### config.mk
export PLATFORM = sky130hd
export DESIGN_NAME = apb_req_master_bridge
export DESIGN_NICKNAME = d
export VERILOG_FILES = /design/src/rtl/apb_req_master_bridge.sv
export SDC_FILE = /design/constraint.sdc
export NUM_CORES = 1
export LEC_CHECK = 0
export ABC_AREA = 1
export ABC_CLOCK_PERIOD_IN_PS = 1700
export BUFFER_PORTS_ARGS = -buffer_cell sky130_fd_sc_hd__buf_4
export CAP_MARGIN = 20
export CORE_MARGIN = 5
export CORE_UTILIZATION = 40
export CTS_BUF_LIST = sky130_fd_sc_hd__clkbuf_2
export DETAILED_ROUTE_END_ITERATION = 6
export GPL_TIMING_DRIVEN = 0
export HOLD_SLACK_MARGIN = 0.06
export PLACE_DENSITY = 0.76
export SLEW_MARGIN = 25
export SYNTH_ARGS = -nofsm -noshare
export SYNTH_HDL_FRONTEND = slang
export SYNTH_SLANG_ARGS = --single-unit
### constraint.sdc
create_clock -name clk -period 1.7 [get_ports clk]
set_input_delay 0.17 -clock clk [delete_from_list [all_inputs] [get_ports clk]]
set_output_delay 0.17 -clock clk [all_outputs]
set_load 0.03 [all_outputs]
### src/rtl/apb_req_master_bridge.sv
// Bridges a req/gnt/rvalid data port onto a single-master APB bus, one transfer in flight.
// Zero-wait transfer takes 3 cycles; partial-word writes are rejected and hung slaves time out.
module apb_req_master_bridge #(
  parameter int unsigned APB_ADDR_WIDTH = 32,
  parameter int unsigned APB_DATA_WIDTH = 32,
  parameter int unsigned TIMEOUT_CYCLES = 256
) (
  input  logic                        clk,
  input  logic                        rst_n,
  input  logic                        req_i,
  output logic                        gnt_o,
  input  logic [APB_ADDR_WIDTH-1:0]   addr_i,
  input  logic                        we_i,
  input  logic [APB_DATA_WIDTH/8-1:0] be_i,
  input  logic [APB_DATA_WIDTH-1:0]   wdata_i,
  output logic                        rvalid_o,
  output logic [APB_DATA_WIDTH-1:0]   rdata_o,
  output logic                        err_o,
  output logic [APB_ADDR_WIDTH-1:0]   paddr,
  output logic [APB_DATA_WIDTH-1:0]   pwdata,
  output logic                        pwrite,
  output logic                        psel,
  output logic                        penable,
  input  logic [APB_DATA_WIDTH-1:0]   prdata,
  input  logic                        pready,
  input  logic                        pslverr
);

  localparam int unsigned CW = (TIMEOUT_CYCLES > 1) ? $clog2(TIMEOUT_CYCLES + 1) : 1;
  localparam logic [CW-1:0] TO_LAST = CW'((TIMEOUT_CYCLES == 0) ? 0 : TIMEOUT_CYCLES - 1);

  typedef enum logic [1:0] {IDLE, SETUP, ACCESS, REJECT} state_e;

  state_e                    state_q;
  logic [CW-1:0]             cnt_q;
  logic [APB_ADDR_WIDTH-1:0] paddr_q;
  logic [APB_DATA_WIDTH-1:0] pwdata_q;
  logic                      pwrite_q;
  logic                      psel_q;
  logic                      penable_q;
  logic                      rvalid_q;
  logic                      err_q;
  logic [APB_DATA_WIDTH-1:0] rdata_q;

  assign gnt_o    = (state_q == IDLE) && req_i;
  assign paddr    = paddr_q;
  assign pwdata   = pwdata_q;
  assign pwrite   = pwrite_q;
  assign psel     = psel_q;
  assign penable  = penable_q;
  assign rvalid_o = rvalid_q;
  assign err_o    = err_q;
  assign rdata_o  = rdata_q;

  always_ff @(posedge clk or negedge rst_n) begin
    if (!rst_n) begin
      state_q   <= IDLE;
      cnt_q     <= '0;
      paddr_q   <= '0;
      pwdata_q  <= '0;
      pwrite_q  <= 1'b0;
      psel_q    <= 1'b0;
      penable_q <= 1'b0;
      rvalid_q  <= 1'b0;
      err_q     <= 1'b0;
      rdata_q   <= '0;
    end else begin
      // Response signals are single-cycle pulses unless re-armed below.
      rvalid_q <= 1'b0;
      err_q    <= 1'b0;
      rdata_q  <= '0;
      case (state_q)
        IDLE: begin
          if (req_i) begin
            if (we_i && (be_i != '1)) begin
              state_q <= REJECT;
            end else begin
              paddr_q  <= {addr_i[APB_ADDR_WIDTH-1:2], 2'b00};
              pwrite_q <= we_i;
              pwdata_q <= wdata_i;
              psel_q   <= 1'b1;
              state_q  <= SETUP;
            end
          end
        end
        SETUP: begin
          penable_q <= 1'b1;
          state_q   <= ACCESS;
        end
        ACCESS: begin
          if (pready) begin
            psel_q    <= 1'b0;
            penable_q <= 1'b0;
            rvalid_q  <= 1'b1;
            err_q     <= pslverr;
            rdata_q   <= pwrite_q ? '0 : prdata;
            cnt_q     <= '0;
            state_q   <= IDLE;
          end else if ((TIMEOUT_CYCLES != 0) && (cnt_q == TO_LAST)) begin
            // Slave never answered: abort the transfer and report an error.
            psel_q    <= 1'b0;
            penable_q <= 1'b0;
            rvalid_q  <= 1'b1;
            err_q     <= 1'b1;
            cnt_q     <= '0;
            state_q   <= IDLE;
          end else begin
            cnt_q <= cnt_q + 1'b1;
          end
        end
        REJECT: begin
          rvalid_q <= 1'b1;
          err_q    <= 1'b1;
          state_q  <= IDLE;
        end
        default: state_q <= IDLE;
      endcase
    end
  end

endmodule
---- Yosys cells after proc, flatten, opt, wreduce, memory -nomap -nowiden ----
Cells that the tools add are included.
W data, S select, Z words.
cells by class
  bitwise logic cells ..................... 1
  $add $sub $neg .......................... 1
  eq/ne operators ......................... 8
  multiplexer cells ....................... 21
  reductions and logical operators ........ 9
operators with widths
  kind                   count
  $mux W32               3
  $mux W9                2
  $add A9 B1 Y9 const B  1
  $eq A9 B8 Y1 const B   1
  $mux W2                4
  $pmux W1 S2            4
  $pmux W2 S4            1
  $mux W1                7
  $eq A2 B2 Y1 const B   2
  $ne A2 B2 Y1 const B   2
  $ne A4 B4 Y1 const B   1
  $reduce_and A2 Y1      2
  $reduce_and A4 Y1      1
  $reduce_bool A2 Y1     2
  $ne A3 B3 Y1 const B   1
  $reduce_and A3 Y1      1
  $eq A2 B1 Y1 const B   1
  $logic_and A1 B1 Y1    2
  $logic_not A2 Y1       1
  $not A1 Y1             1
storage, ports and cells
  logic and storage cells ................. 50
  output and inout port bits .............. 102
  input port bits ......................... 106
  bits in registers ....................... 110

---- Depth between registers and ports, before layout ----
  word-level depth ........................ 5
  mapped depth ............................ 9
  gate-level depth less buffers ........... 9

---- Least setup slack after synthesis ----
OpenSTA, ideal clock, no wires.
  path type ............................... flip-flop to flip-flop
  from .................................... register pwrite_q (netlist: pwrite)
  to ...................................... register rdata_q[11] (netlist: rdata_o[11])
  required time ........................... 1.631 ns
  clock period less this slack ............ 1.297 ns
  setup time .............................. 0.069 ns
  stages on the path, launching flop included .. 5
  arrival ................................. 1.228 ns
  path buffers ............................ 2
  path slack .............................. 0.403 ns
  cell sequence ........................... dfrtp_1 or2_2 clkbuf_1 buf_2 nor2_2
between the ends
  cells in the longest elaborated chain, start to end .. 3
RTL lines
  what                      line  RTL
  start: declaration        38    logic pwrite_q;
  start signal: assignment  79    pwrite_q <= we_i;
  $mux W32                  96    rdata_q <= pwrite_q ? '0 : prdata;
  $mux W32                  91    if (pready) begin
  $mux W32                  72    case (state_q)
  end signal: assignment    96
  end: declaration          43    logic [APB_DATA_WIDTH-1:0] rdata_q;
Every way passes these cells.
A chain may end at the register's enable or synchronous reset.

---- Final worst setup path ----
  from .................................... register state_q[0]
  to ...................................... output port gnt_o
between the ends
  cells in the longest elaborated chain, start to end .. 2
RTL lines
  what                      line  RTL
  start: declaration        34    state_e state_q;
  start signal: assignment  57    state_q <= IDLE;
  start signal: assignment  76    state_q <= REJECT;
  start signal: assignment  82    state_q <= SETUP;
  $logic_not A2 Y1          45    assign gnt_o = (state_q == IDLE) && req_i;
  $logic_and A1 B1 Y1       45
  end: declaration          11    output logic gnt_o,
Every way passes these cells.

==> results.rst <==
.. list-table::
   :header-rows: 1

   * - Metric
     - Value
   * - Post-synthesis instance area
     - 0.004558 mm²
   * - Worst min-delay path class
     - in -> async
   * - Power, Total
     - 11380 µW
   * - Number of CTS-inserted buffers
     - 9
   * - Number of optimization iterations in the first detailed-route pass
     - 4
   * - Layout fillers
     - 827
   * - Leakage Power
     - 0.003926 µW
   * - Top area cells in the synthesized netlist
     - sky130_fd_sc_hd__dfrtp_1, sky130_fd_sc_hd__nand2_1, sky130_fd_sc_hd__nand3_1
   * - Number of violations of the max-capacitance limit
     - 0
   * - Number of nets in the layout
     - 898
   * - Worst voltage drop across the vdd grid
     - 0.0008593 V
   * - Standard cell area after detailed placement
     - 0.006269 mm²
   * - Area Overhead vs Synth
     - 63.16%
   * - Number of distinct library cell variants in the gate-level netlist after synthesis
     - 28
   * - Synth top area share
     - 0.6039
   * - Area of the placeable core
     - 0.01127 mm²
   * - Global placer's final weighted congestion
     - 0.7991
   * - Via count of the first global-routing pass
     - 4672
   * - Max Clock Freq
     - 604.0 MHz
   * - CTS sink cnt
     - 110
   * - Buffer levels on the longest clock path
     - 2
   * - Worst skew pair latency
     - 0.58 ns
   * - Die height
     - 116.8 µm
   * - CTS tree
     - done
   * - Antenna violations before repair
     - 0
   * - Run status
     - finished, final reports clean
   * - Setup crit start kind
     - flop
   * - Total global routing overflow
     - 0
   * - Cells on worst reg2reg path
     - 7
   * - Post-Place Setup Slack
     - 0.2123 ns
   * - Final worst setup slack
     - 0.04438 ns
   * - Combined global-route utilization of all metal layers
     - 0.2121
   * - Summed area of non-filler cells in the final layout
     - 0.007437 mm²
   * - Data required, critical path
     - 1.53 ns
   * - Wirelength, routed
     - 14480 µm
   * - Number of hold-slack violations in the final timing report
     - 0
   * - Fraction of layout cells with a size suffix above 1
     - 0.3882
   * - Top Ports
     - 208
   * - CP Capture Type
     - output pin
   * - Final critical path time including I/O delays and setup
     - 1.656 ns
   * - H-tree depth
     - 3
   * - RSZ-0062 raised after global routing
     - yes
   * - Slew Viols, Final
     - 0
   * - First-iteration detailed-routing DRC count
     - 185
   * - Final period util
     - 0.9739
   * - Worst slew pin tran
     - 0.8652 ns
   * - Area of the die
     - 0.01363 mm²
   * - Share of the yosys chip area belonging to registers
     - 0.6039
   * - Worst EP arrival
     - 1.49 ns
   * - Post-detail-place hpwl
     - 9423 µm
   * - DRC
     - 0
   * - Number of storage elements in the synthesis netlist
     - 110
   * - Mean post-synth cell area
     - 9.678 µm²
   * - Maximum number of pins on one net before global-route repair
     - 111
   * - Crit-path max FO
     - 2
   * - Cell type contributing the most total cell area after synthesis
     - sky130_fd_sc_hd__dfrtp_1
   * - Wire length of the first global-routing pass
     - 22600 µm
   * - Power density normalized to cell area
     - 1530 mW/mm²
   * - Final ANT Viol Nets
     - 0
   * - Post-synthesis instance total
     - 471
   * - Vias after detailed routing
     - 4405
   * - Core Rows
     - 39
   * - CTS clock-pin slew for the worst setup and hold paths
     - 0.31 ns
   * - X dimension of the die
     - 116.8 µm
   * - Yosys warnings
     - 0
   * - Count of endpoints failing setup in the final report
     - 0
   * - CTS root buf
     - sky130_fd_sc_hd__clkbuf_2
   * - Vias per cell
     - 4.686
   * - Final standard cell utilization of the core
     - 0.6598
   * - Total of buffers placed on input and output ports
     - 203
   * - Type of the worst setup path
     - reg -> out
   * - Worst max-slew margin expressed relative to the limit
     - 0.4232
   * - Initial core utilization
     - 0.4044
   * - Worst clock skew on the final layout
     - 0.04299 ns
   * - Wirelength per Cell
     - 15.40 µm
## per-stage QoR
step            TNS, ns  cells  hold WS, ns
3_3_place_gp          0    818       0.3936
5_1_grt        -0.08925    939       0.1994
4_1_cts        -0.05297    939       0.1639
6_report              0    940       0.1908
2_1_floorplan         0    472      -0.1256
3_5_place_dp          0    818       0.3819
## cell usage after synthesis
cell / count
sky130_fd_sc_hd__nand2_2: 29
sky130_fd_sc_hd__o21ai_0: 4
sky130_fd_sc_hd__dfrtp_1: 110
sky130_fd_sc_hd__buf_4: 3
sky130_fd_sc_hd__a31oi_1: 1
sky130_fd_sc_hd__nor2_8: 1
sky130_fd_sc_hd__mux2i_1: 1
sky130_fd_sc_hd__buf_8: 1
sky130_fd_sc_hd__nor3_1: 1
sky130_fd_sc_hd__buf_6: 7
sky130_fd_sc_hd__ha_1: 1
sky130_fd_sc_hd__inv_2: 1
sky130_fd_sc_hd__nand3_1: 68
sky130_fd_sc_hd__nor3_4: 1
sky130_fd_sc_hd__buf_2: 10
sky130_fd_sc_hd__nor2_1: 16
sky130_fd_sc_hd__a21oi_1: 2
sky130_fd_sc_hd__nor2_2: 27
sky130_fd_sc_hd__o21ai_1: 1
sky130_fd_sc_hd__nand2_1: 155
sky130_fd_sc_hd__o22ai_1: 1
sky130_fd_sc_hd__xor2_1: 4
sky130_fd_sc_hd__nand4_1: 3
sky130_fd_sc_hd__inv_1: 12
sky130_fd_sc_hd__conb_1: 1
sky130_fd_sc_hd__or2_2: 1
sky130_fd_sc_hd__clkbuf_1: 6
sky130_fd_sc_hd__buf_12: 3
## worst max-delay path: stages (launching register included)
cell                      delay, ns
sky130_fd_sc_hd__dfrtp_1       0.48
sky130_fd_sc_hd__nor3_4        0.20
sky130_fd_sc_hd__buf_6         0.13
sky130_fd_sc_hd__buf_6         0.12
## path summary, 6_finish.rpt
path	startpoint	end	slack [ns]
max	state_q[0]	gnt_o	0.04
min reg2reg	paddr[28]	paddr[28]	0.51
max reg2reg	state_q[0]	paddr[19]	0.11
min	rst_n	rdata_o[29]	0.19
max in group asynchronous	rst_n	state_q[1]	0.87
min in group clk	be_i[0]	pwdata[30]	0.22
## final cells by class
type / instances / area (µm²) / area share
clock inverter: 6 / 68.82 / 0.009253
sequential: 110 / 2754 / 0.3703
multi-input combinational: 319 / 1514 / 0.2036
clock buffer: 10 / 50.05 / 0.006729
buffer: 28 / 230.2 / 0.03096
timing repair buffer: 310 / 2590 / 0.3482
tap: 143 / 178.9 / 0.02406
inverter: 13 / 48.80 / 0.006561
antenna: 1 / 2.502 / 0.0003365
## logic make-up after synthesis
family,Yosys count,share of synthesized area
AO/OA/AOI/OAI,9,0.01043
XOR/XNOR,4,0.007685
adder cells (fa/ha/maj),1,0.002745
buffers and inverters,43,0.06533
flip-flops,110,0.6039
multiplexers,1,0.002196
other,1,0.0008227
AND/OR/NAND/NOR,302,0.3069
## cell usage in the layout (no fill, tap or decap), drive strengths merged, types with 2 or more instances in the layout
cell type,n
buf,230
nand2,184
dfrtp,110
dlygate4sd3,101
nand3,68
nor2,44
clkbuf,17
inv,15
o21ai,5
xor2,4
nand4,3
a21oi,2
conb,2
nor3,2
clkinv,2
## power by group
part / leakage (µW) / internal, µW / switching, µW / total (µW)
registers: 0.00142 / 3540 / 552 / 4090
clock network: 0.0000729 / 358 / 886 / 1240
logic: 0.00243 / 2280 / 3750 / 6040
total: 0.00393 / 6180 / 5190 / 11400
## per-layer routing
metal,global-route usage,part of all wire,vias to the layer above
li1,-,-,2109
met1,0.2412,0.38,2107
met2,0.3834,0.53,144
met3,0.02953,0.051,45
met4,0.1131,0.044,0
met5,0,0,-
## what timing repair did
action / CTS / global route
setup buffers: 5 / 1
endpoints found under the hold margin: 216 / 0
resized for setup: 3 / 1
endpoints found under the setup margin: 1 / 14
pin swaps: 1 / 1
hold buffers: 101 / 0
cloned: 0 / 0
## sequential cells by signal, summed over array words and instances (netlist names)
signal / flops
paddr: 30
rvalid_o: 1
psel: 1
pwdata: 32
cnt_q: 9
rdata_o: 32
penable: 1
state_q: 2
err_o: 1
pwrite: 1
Power figures use the tool's default switching activity.
